--- config.mk ---
export PLATFORM = sky130hd
export DESIGN_NAME = inst_fetch_unit
export DESIGN_NICKNAME = d
export VERILOG_FILES = /design/src/rtl/inst_fetch_unit_pkg.sv /design/src/rtl/inst_fetch_unit.sv
export SDC_FILE = /design/constraint.sdc
export NUM_CORES = 1
export LEC_CHECK = 0
export BUFFER_PORTS_ARGS = -buffer_cell sky130_fd_sc_hd__buf_2
export CORE_MARGIN = 5
export CORE_UTILIZATION = 42
export DETAILED_ROUTE_END_ITERATION = 10
export GPL_TIMING_DRIVEN = 0
export PLACE_DENSITY = 0.66
export SETUP_SLACK_MARGIN = 0.2
export SYNTH_ARGS = -nofsm -noshare
export SYNTH_HDL_FRONTEND = slang
export SYNTH_SLANG_ARGS = --single-unit
--- constraint.sdc ---
create_clock -name clk -period 2.78 [get_ports clk]
set_clock_uncertainty 0.15 [all_clocks]
set_input_delay 0.278 -clock clk [delete_from_list [all_inputs] [get_ports clk]]
set_output_delay 0.278 -clock clk [all_outputs]
set_load 0.05 [all_outputs]
--- src/rtl/inst_fetch_unit_pkg.sv ---
// Shared fetch-stage definitions.
// - INST_NOP: canonical bubble (addi x0, x0, 0) that is presented when no instruction is valid.
// - fetch_state_e: fetch controller states.
// - fetch_fault_e: fetch fault-type encoding, shared with the trap unit.
package inst_fetch_unit_pkg;

  localparam logic [31:0] INST_NOP = 32'h0000_0013;

  typedef enum logic [2:0] {
    StFetch,
    StWait,
    StHold,
    StDrop,
    StFault,
    StHalt
  } fetch_state_e;

  typedef enum logic {
    FaultBusErr     = 1'b0,
    FaultMisaligned = 1'b1
  } fetch_fault_e;

endpackage

--- src/rtl/inst_fetch_unit.sv ---
// Instruction fetch stage. Owns the fetch PC, issues word reads on the instruction bus
// (req/gnt/rvalid, one outstanding) and presents one instruction per cycle to IF/ID.
// Ports:
//   clk, rst_sync                  - core clock, synchronous active-high reset
//   stall_n                        - 0: decode stalled, the presented slot is not consumed
//   redirect_en, redirect_addr     - control-flow redirect (highest priority)
//   ibus_req/addr/gnt              - bus request channel
//   ibus_rvalid/rdata/err          - bus response channel (err qualified by rvalid)
//   instruction_addr_if/_if        - presented slot address and word (INST_NOP when empty)
//   exception_if_raise             - fetch fault, asserted only in the consuming cycle
//   exc_misaligned_if              - fault type: 1 misaligned, 0 bus error
module inst_fetch_unit
  import inst_fetch_unit_pkg::*;
#(
  parameter logic [31:0] RESET_PC     = 32'h0000_0000,
  parameter bit          BACK_TO_BACK = 1'b1
) (
  input  logic        clk,
  input  logic        rst_sync,
  input  logic        stall_n,
  input  logic        redirect_en,
  input  logic [31:0] redirect_addr,
  output logic        ibus_req,
  output logic [31:0] ibus_addr,
  input  logic        ibus_gnt,
  input  logic        ibus_rvalid,
  input  logic [31:0] ibus_rdata,
  input  logic        ibus_err,
  output logic [31:0] instruction_addr_if,
  output logic [31:0] instruction_if,
  output logic        exception_if_raise,
  output logic        exc_misaligned_if
);

  fetch_state_e state_q, state_d;
  fetch_fault_e fault_q, fault_d;
  logic [31:0]  pc_q, pc_d;
  logic [31:0]  hold_inst_q, hold_inst_d;
  logic [31:0]  pc_next;
  logic         req;

  // Wraps modulo 2^32 by construction.
  assign pc_next = pc_q + 32'd4;

  always_comb begin
    state_d             = state_q;
    fault_d             = fault_q;
    pc_d                = pc_q;
    hold_inst_d         = hold_inst_q;
    req                 = 1'b0;
    ibus_addr           = pc_q;
    instruction_if      = INST_NOP;
    instruction_addr_if = pc_q;
    exception_if_raise  = 1'b0;

    unique case (state_q)
      StFetch: begin
        if (pc_q[1:0] != 2'b00) begin
          state_d = StFault;
          fault_d = FaultMisaligned;
        end else begin
          req = 1'b1;
          if (ibus_gnt) state_d = StWait;
        end
      end
      StWait: begin
        if (ibus_rvalid) begin
          if (ibus_err) begin
            state_d = StFault;
            fault_d = FaultBusErr;
          end else begin
            instruction_if = ibus_rdata;
            if (stall_n) begin
              pc_d = pc_next;
              // Overlap the next request with consumption; a redirect would orphan it.
              if (BACK_TO_BACK && !redirect_en) begin
                req       = 1'b1;
                ibus_addr = pc_next;
                state_d   = ibus_gnt ? StWait : StFetch;
              end else begin
                state_d = StFetch;
              end
            end else begin
              hold_inst_d = ibus_rdata;
              state_d     = StHold;
            end
          end
        end
      end
      StHold: begin
        instruction_if = hold_inst_q;
        if (stall_n) begin
          pc_d    = pc_next;
          state_d = StFetch;
        end
      end
      StFault: begin
        exception_if_raise = stall_n;
        if (stall_n) state_d = StHalt;
      end
      StHalt: begin
        state_d = StHalt;
      end
      StDrop: begin
        if (ibus_rvalid) state_d = StFetch;
      end
      default: begin
        state_d = StFetch;
      end
    endcase

    // Redirect beats everything; an in-flight response must be drained in StDrop.
    if (redirect_en) begin
      pc_d               = redirect_addr;
      instruction_if     = INST_NOP;
      exception_if_raise = 1'b0;
      if (state_q == StWait) begin
        state_d = ibus_rvalid ? StFetch : StDrop;
      end else if (state_q == StFetch) begin
        state_d = (req && ibus_gnt) ? StDrop : StFetch;
      end else if (state_q != StDrop) begin
        state_d = StFetch;
      end
    end

    if (rst_sync) begin
      req                 = 1'b0;
      instruction_if      = INST_NOP;
      instruction_addr_if = RESET_PC;
      exception_if_raise  = 1'b0;
    end
  end

  assign ibus_req          = req;
  assign exc_misaligned_if = (fault_q == FaultMisaligned);

  always_ff @(posedge clk) begin
    if (rst_sync) begin
      state_q     <= StFetch;
      fault_q     <= FaultBusErr;
      pc_q        <= RESET_PC;
      hold_inst_q <= INST_NOP;
    end else begin
      state_q     <= state_d;
      fault_q     <= fault_d;
      pc_q        <= pc_d;
      hold_inst_q <= hold_inst_d;
    end
  end

endmodule

**Word-level counts from Yosys, hierarchy flattened**

Index checks and enable logic that the tools add are counted.

- Register bits: 68

- Add/sub/neg operators: 1
- Equality and inequality tests: 11
- Multiplexer cells: 46
- Bitwise operators: 2
- Reductions and logical operators: 8

Operators with widths:

| operator | count |
|---|---|
| 32-bit two-way mux | 14 |
| 32-bit one-hot mux with 2 select lines | 2 |
| 3-bit two-way mux | 11 |
| 32-bit by 3-bit adder with 32-bit output, second input constant | 1 |
| 3-bit one-hot mux with 6 select lines | 1 |
| 1-bit two-way mux | 13 |
| 4-bit AND reduction | 2 |
| 3-bit by 2-bit equality test with 1-bit output, second input constant | 2 |
| 3-bit equality test, second input constant | 2 |
| 2-bit two-way mux | 3 |
| 2-bit inequality test, second input constant | 3 |
| 3-bit inequality test, second input constant | 2 |
| 1-bit one-hot mux with 2 select lines | 2 |
| 2-bit nonzero test | 2 |
| 3-bit by 1-bit equality test with 1-bit output, second input constant | 1 |
| 3-bit zero test | 1 |
| 3-bit by 2-bit inequality test with 1-bit output, second input constant | 1 |
| 3-bit AND reduction | 1 |
| 3-bit nonzero test | 1 |
| 1-bit NOT | 2 |
| 1-bit logical AND | 1 |

**Depth between registers and ports, before layout**

Gate-level depths: netlist of the first run.

- Depth after elaboration: 10
- Gate-level depth with buffers: 8
- Gate-level depth less buffers: 6

**Worst setup path before layout of the first run**

OpenSTA, ideal clock, no wires.

- Path type: register to output
- Start: register pc_q[2]
- End: output port ibus_addr[16]
- Arrival time: 2.558 ns
- Data required time: 2.352 ns
- Slack: -0.206 ns
- Stages on the path, launching flop included: 9
- Cell sequence: dfxtp_1 > ha_1 > nand3_2 > or3_1 > buf_6 > buf_6 > nor2_1 > nand4_1 > xnor2_1

- Longest elaborated chain between the ends: 6

Ends and longest elaborated chain:

| item | RTL line | RTL |
|---|---|---|
| from (decl) | inst_fetch_unit.sv:37 | `logic [31:0] pc_q, pc_d;` |
| from (signal assigned) | inst_fetch_unit.sv:146 | `pc_q <= pc_d;` |
| 32-bit by 3-bit adder with 32-bit output | inst_fetch_unit.sv:43 | `assign pc_next = pc_q + 32'd4;` |
| 32-bit two-way mux | inst_fetch_unit.sv:76 | `if (BACK_TO_BACK && !redirect_en) begin` |
| 32-bit two-way mux | inst_fetch_unit.sv:73 | `if (stall_n) begin` |
| 32-bit two-way mux | inst_fetch_unit.sv:68 | `if (ibus_err) begin` |
| 32-bit two-way mux | inst_fetch_unit.sv:67 | `if (ibus_rvalid) begin` |
| 32-bit two-way mux | inst_fetch_unit.sv:56 | `unique case (state_q)` |
| to (decl) | inst_fetch_unit.sv:24 | `output logic [31:0] ibus_addr,` |

No other way between the ends.

**Worst setup path after layout of the first run**

- Start: register pc_q[3]
- End: output port ibus_addr[16]

Same word-level chain as after synthesis.

==> flow_metrics.py, run 1 <==
metrics = {
    "clocking": {
        "clk_latency_ns": 0.35,
        "cts_root_buffer": "clkbuf_8",
        "htree_num_levels": 3,
        "cts_inserted_buffers": 9,
        "clock_sinks": 68,
        "cts_tree": "built",
        "hold_buffers": 0,
        "clkSlewWorstSetupHoldPaths_ns": 0.08,
        "clk_path_buf_depth": 2,
    },
    "synthesis": {
        "synthCells": 608,
        "synth_edf_count": 0,
        "synth.distinct_cells": 53,
        "yosys.area.top_type_share_pct": 30.5,
        "synth_seq_cells": 68,
        "yosysTopAreaCell": "dfxtp_1",
        "syn-num-nets": 680,
        "yosysWarnings": 0,
        "avgSynthCellArea_um2": 7.34,
        "synth_area_leaders": "dfxtp_1 (30%), nand2_1 (8.7%), xnor2_1 (6.9%)",
        "yosysSeqAreaShare_pct": 30.5,
        "synthFlopType": "dfxtp_1",
        "synth-async-reset-ratio_pct": 0,
        "synth_area_um2": 4460,
    },
    "sta": {
        "worstMarginPinSlew_ns": 0.664,
        "finalCritPeriodShare_pct": 95.9,
        "setup_slack_ns": 0.114,
        "tns_ns": 0,
        "setup_violations": 0,
        "rsz0062_at_grt": "yes",
        "maxSlewHeadroom_pct": 55.7,
        "hold_violations": 0,
        "holdWs_ns": 0.0151,
        "fin_crit_ns": 2.67,
        "fmax_mhz": 375,
        "maxSlewViolCount": 0,
    },
    "critical_path": {
        "cpPeakStageDelay_ns": 0.37,
        "timing.critical_path.mode_cell": "buf_6",
        "crit_family": "simple AND/OR/NAND/NOR gates",
        "crit_path_cell_trace": "ha_4, nand3_4, or3_1, buf_6, buf_12, nor2_4, nand4_1, xnor2_2, buf_6",
        "critPathRequiredTime_ns": 2.35,
        "startpoint_type": "flop",
        "critical_path.endpoint_type": "output pin",
        "path_max_fanout": 6,
        "cp_data_arrival_time_ns": 2.24,
        "critPathSlowestCell": "dfxtp_4",
        "worst-path-buf-inv": 3,
        "crit_type": "reg -> out",
    },
    "place": {
        "placed_cell_area_um2": 5610,
        "hpwl_mm": 11.5,
        "gp_congestion": 0.879,
        "io_buffers": 168,
        "dpl_worst_slack_ns": -0.207,
        "placedCellCount": 912,
    },
    "floorplan": {
        "ioPinCount": 170,
        "coreArea_um2": 10400,
        "initial_core_util_pct": 43.1,
        "die_w_um": 113,
        "die_h_um": 113,
        "rows": 37,
        "dieArea_um2": 12800,
    },
    "pwr": {
        "power_density_nw_per_um2": 417,
        "ir_worst_vdd_v": 0.000237,
        "fin_total_pwr_mw": 2.75,
        "power.leakage_nw": 2.76,
    },
    "detailed_routing": {
        "vias_per_cell": 5.54,
        "antenna_left": 0,
        "drtIter0Drc": 378,
        "route.detailed.wl_per_inst_um": 17.1,
        "drc": 0,
        "wirelength_mm": 16.3,
        "vias": 5270,
        "drt-pass1-iter-count": 5,
    },
    "worst_hold_path": {
        "hold_path.class": "in -> reg",
    },
    "grt": {
        "grt_max_degree": 13,
        "grt_pass1_vias": 5009,
        "grt_pass1_wl_mm": 25.3,
        "overflow": 0,
        "antenna_found_initial": 0,
        "track_usage_pct": 24.1,
    },
    "final_layout": {
        "layout_commonest_cell": "buf_2",
        "n_antenna_cell": 0,
        "finish.utilization_pct": 63.7,
        "drive_above_1_share_pct": 37.9,
        "fillers": 940,
        "fin_nets": 884,
        "final_cell_mix": "buf_2 (117), nand2_1 (101), nor2_1 (65)",
        "syn2layout_area_growth_pct": 48.1,
        "fin_cells": 952,
        "fin_area_um2": 6610,
    },
    "run": {
        "drv_cap": 0,
    },
    "outcome": {
        "status": "finished clean",
    },
}
[layer usage]
metal	global-route usage (%)	wire length, µm	vias up
li1	-	-	2489
met1	32.8	7030	2518
met2	38.8	7670	232
met3	4.71	1240	31
met4	7.45	328	0
met5	0	0	-
[what timing repair did]
item,CTS,global route
pin swaps,10,15
setup buffers,19,6
setup endpoints to repair,58,55
resized for setup,99,112
[path summary, 6_finish.rpt]
| path | startpoint | depth (start not counted) | slack [ns] | to |
|---|---|---|---|---|
| worst max-delay path | pc_q[3] | 9 | 0.11 | ibus_addr[16] |
| worst min-delay path | ibus_rdata[0] | 3 | 0.02 | hold_inst_q[0] |
| worst max register to register | state_q[0] | 9 | 0.35 | pc_q[8] |
| worst min register to register | hold_inst_q[20] | 2 | 0.31 | hold_inst_q[20] |
[registers in the layout, indices dropped and copies added (netlist names)]
register	count
hold_inst_q	32
state_q	3
pc_q	32
exc_misaligned_if	1
[cells by family after synthesis]
group           share of synthesized area (%)
compound gates                           17.1
flops                                    30.5
buf+inv                                  6.61
fa+ha+maj                               0.280
mux                                     0.673
xor+xnor                                 10.2
simple gates                             34.6
[final cells by class]
type / instances / area [µm²] / area share [%]
Tap cell: 136 / 170 / 2.57
Clock inverter: 5 / 85.1 / 1.29
Timing Repair Buffer: 193 / 1270 / 19.3
Clock buffer: 10 / 138 / 2.08
Multi-Input combinational cell: 476 / 3150 / 47.7
Buffer: 60 / 400 / 6.06
Inverter: 4 / 15.0 / 0.227
Sequential cell: 68 / 1380 / 20.8
[worst register-to-register path, cell delays in order, from the launching register on]
cell,delay [ns]
dfxtp_2,0.32
buf_6,0.12
and4bb_2,0.22
buf_6,0.13
buf_4,0.15
o21ai_2,0.47
buf_4,0.34
nor3_1,0.09
xnor2_1,0.12
a211oi_1,0.24
[where the power goes]
part	switching (mW)	internal [mW]	total, mW
clock network	0.408	0.530	0.938
registers	0.0522	1.02	1.07
logic	0.488	0.258	0.746
[synth_stat cells, types with 5 or more instances]
cell        n
dfxtp_1    68
xnor2_1    35
nor2b_1    36
buf_2      10
or3_1       5
nand3_1    21
buf_4       7
nor3_1     10
a311oi_1    5
and4_1      8
a211oi_1   15
nand4_1    10
and2_1      8
clkbuf_1   37
nand2_1   103
nor2_1     68
o21ai_0    10
xor2_1     17
a22oi_1    29
a21oi_1    38
and3_1      9
Power figures use the tool's default switching activity.
==> run 2, diff against run 1 <==
- CELL_PAD_IN_SITES_DETAIL_PLACEMENT: default -> 1
- CELL_PAD_IN_SITES_GLOBAL_PLACEMENT: default -> 1
- CORE_UTILIZATION: 42 -> 35
- PLACE_DENSITY: 0.66 -> default
- PLACE_DENSITY_LB_ADDON: default -> 0.1
==> flow_metrics.py, run 2 (synthesis results as in run 1) <==
metrics = {
    "clocking": {
        "cts_inserted_buffers": 9,
        "hold_buffers": 0,
        "clk_latency_ns": 0.34,
        "htree_num_levels": 3,
        "clock_sinks": 68,
        "cts_tree": "built",
        "cts_root_buffer": "clkbuf_16",
        "clk_path_buf_depth": 2,
        "clkSlewWorstSetupHoldPaths_ns": 0.06,
    },
    "worst_hold_path": {
        "worstHoldStart": "ibus_rdata[0]",
        "hold_path_end": "hold_inst_q[0]",
        "hold_path.class": "in -> reg",
        "worstHoldPathCells": 3,
    },
    "floorplan": {
        "initial_core_util_pct": 35.5,
        "ioPinCount": 170,
        "dieArea_um2": 15100,
        "die_w_um": 123,
        "coreArea_um2": 12600,
        "rows": 41,
        "die_h_um": 123,
    },
    "final_layout": {
        "multi_input_area_um2": 3200,
        "fin_cells": 999,
        "fillers": 1561,
        "drive_above_1_share_pct": 39.5,
        "layout_commonest_cell": "buf_2",
        "reg.largest.list": "hold_inst_q: 32 flops, pc_q: 32 flops, state_q: 3 flops",
        "final_cell_mix": "buf_2 (133), nand2_1 (98), nor2_1 (64)",
        "finish.utilization_pct": 54.3,
        "fin_nets": 893,
        "fin_area_um2": 6820,
        "syn2layout_area_growth_pct": 52.8,
        "regArea_um2": 1380,
    },
    "place": {
        "placed_cell_area_um2": 5660,
        "gp_congestion": 0.826,
        "hpwl_mm": 13.2,
        "dpl_worst_slack_ns": -0.323,
        "placedCellCount": 948,
        "io_buffers": 168,
    },
    "sta": {
        "setup_slack_ns": 0.0201,
        "worstMarginPinSlew_ns": 0.674,
        "hold_violations": 0,
        "maxSlewHeadroom_pct": 55.1,
        "fmax_mhz": 362,
        "maxSlewViolCount": 0,
        "fin_crit_ns": 2.76,
        "setup_violations": 0,
        "rsz0062_at_grt": "yes",
        "finalCritPeriodShare_pct": 99.3,
    },
    "pwr": {
        "power_density_nw_per_um2": 455,
        "fin_total_pwr_mw": 3.10,
        "power.leakage_nw": 2.90,
        "ir_worst_vdd_v": 0.000253,
    },
    "critical_path": {
        "critical_path.endpoint_type": "output pin",
        "r2r-end": "pc_q[18]",
        "critPathRequiredTime_ns": 2.35,
        "crit_type": "reg -> out",
        "regToRegStartpoint": "state_q[1]",
        "rrSetupSlack_ns": 0.33,
        "reg2reg_depth": 8,
        "cp_data_arrival_time_ns": 2.33,
        "path_max_fanout": 6,
        "startpoint_type": "flop",
    },
    "outcome": {
        "status": "finished clean",
    },
    "grt": {
        "track_usage_pct": 24.2,
        "antenna_found_initial": 1,
        "grt_max_degree": 13,
        "overflow": 0,
        "grt_pass1_wl_mm": 28.5,
        "grt_pass1_vias": 5446,
    },
    "detailed_routing": {
        "route.detailed.wl_per_inst_um": 18.9,
        "vias_per_cell": 5.27,
        "vias": 5264,
        "drtIter0Drc": 316,
        "antenna_left": 0,
        "wirelength_mm": 18.9,
        "drc": 0,
        "drt-pass1-iter-count": 4,
    },
    "run": {
        "drv_cap": 0,
    },
}
==> run 2: power breakdown <==
part           internal, mW  total (mW)  switching (mW)
sequential             1.02        1.07          0.0540
combinational         0.265       0.770           0.505
clock                 0.786        1.26           0.472
total                  2.07        3.10            1.03
==> run 2: timing repair <==
action / CTS / global route
resized for setup: 127 / 49
pin swaps: 12 / 9
setup buffers: 26 / 8
setup endpoints to repair: 61 / 54
==> run 2: how the worst max path moves through the flow <==
stage               startpoint       endpoint  slack [ns]  depth (start not counted)
floorplan              pc_q[2]  ibus_addr[16]       0.005                          8
global placement      ibus_err  ibus_addr[28]       -0.30                          9
detailed placement    ibus_err  ibus_addr[28]       -0.32                          9
CTS                    pc_q[3]  ibus_addr[24]        0.05                          9
global route           pc_q[3]  ibus_addr[24]       -0.04                          9
finish                 pc_q[3]  ibus_addr[24]        0.02                          9
==> run 2: critical path, stage by stage, from the launching register on <==
cell     delay [ns]
dfxtp_4        0.36
ha_4           0.14
nand3_4        0.06
or3_4          0.38
buf_6          0.13
buf_12         0.13
nor3_4         0.29
nand3_2        0.16
xnor2_4        0.15
buf_6          0.17
==> run 2: final cells by class <==
class,count,share of cell area [%]
multi-input cells,476,46.8
flip-flops and latches,68,20.2
repair buffers,202,18.9
plain buffers,60,6.00
clock buffers,10,3.36
well taps,172,3.15
clock inverters,6,1.30
inverters,4,0.220
diodes,1,0.0367
==> run 2: per-stage QoR <==
stage	hold WS, ns	TNS [ns]
floorplan	0.252	0
global placement	0.293	-1.13
detailed placement	0.301	-1.42
CTS	0.00904	0
global route	0.0386	-0.0989
finish	0.0194	0
==> run 2: metal layers <==
layer / global-route usage, % / part of all wire [%] / vias up
met1: 30.8 / 42 / 2584
met2: 42.0 / 51 / 142
met4: 8.40 / 2.1 / 0
met3: 3.39 / 5.3 / 25
li1: - / - / 2513
met5: 0 / 0 / -
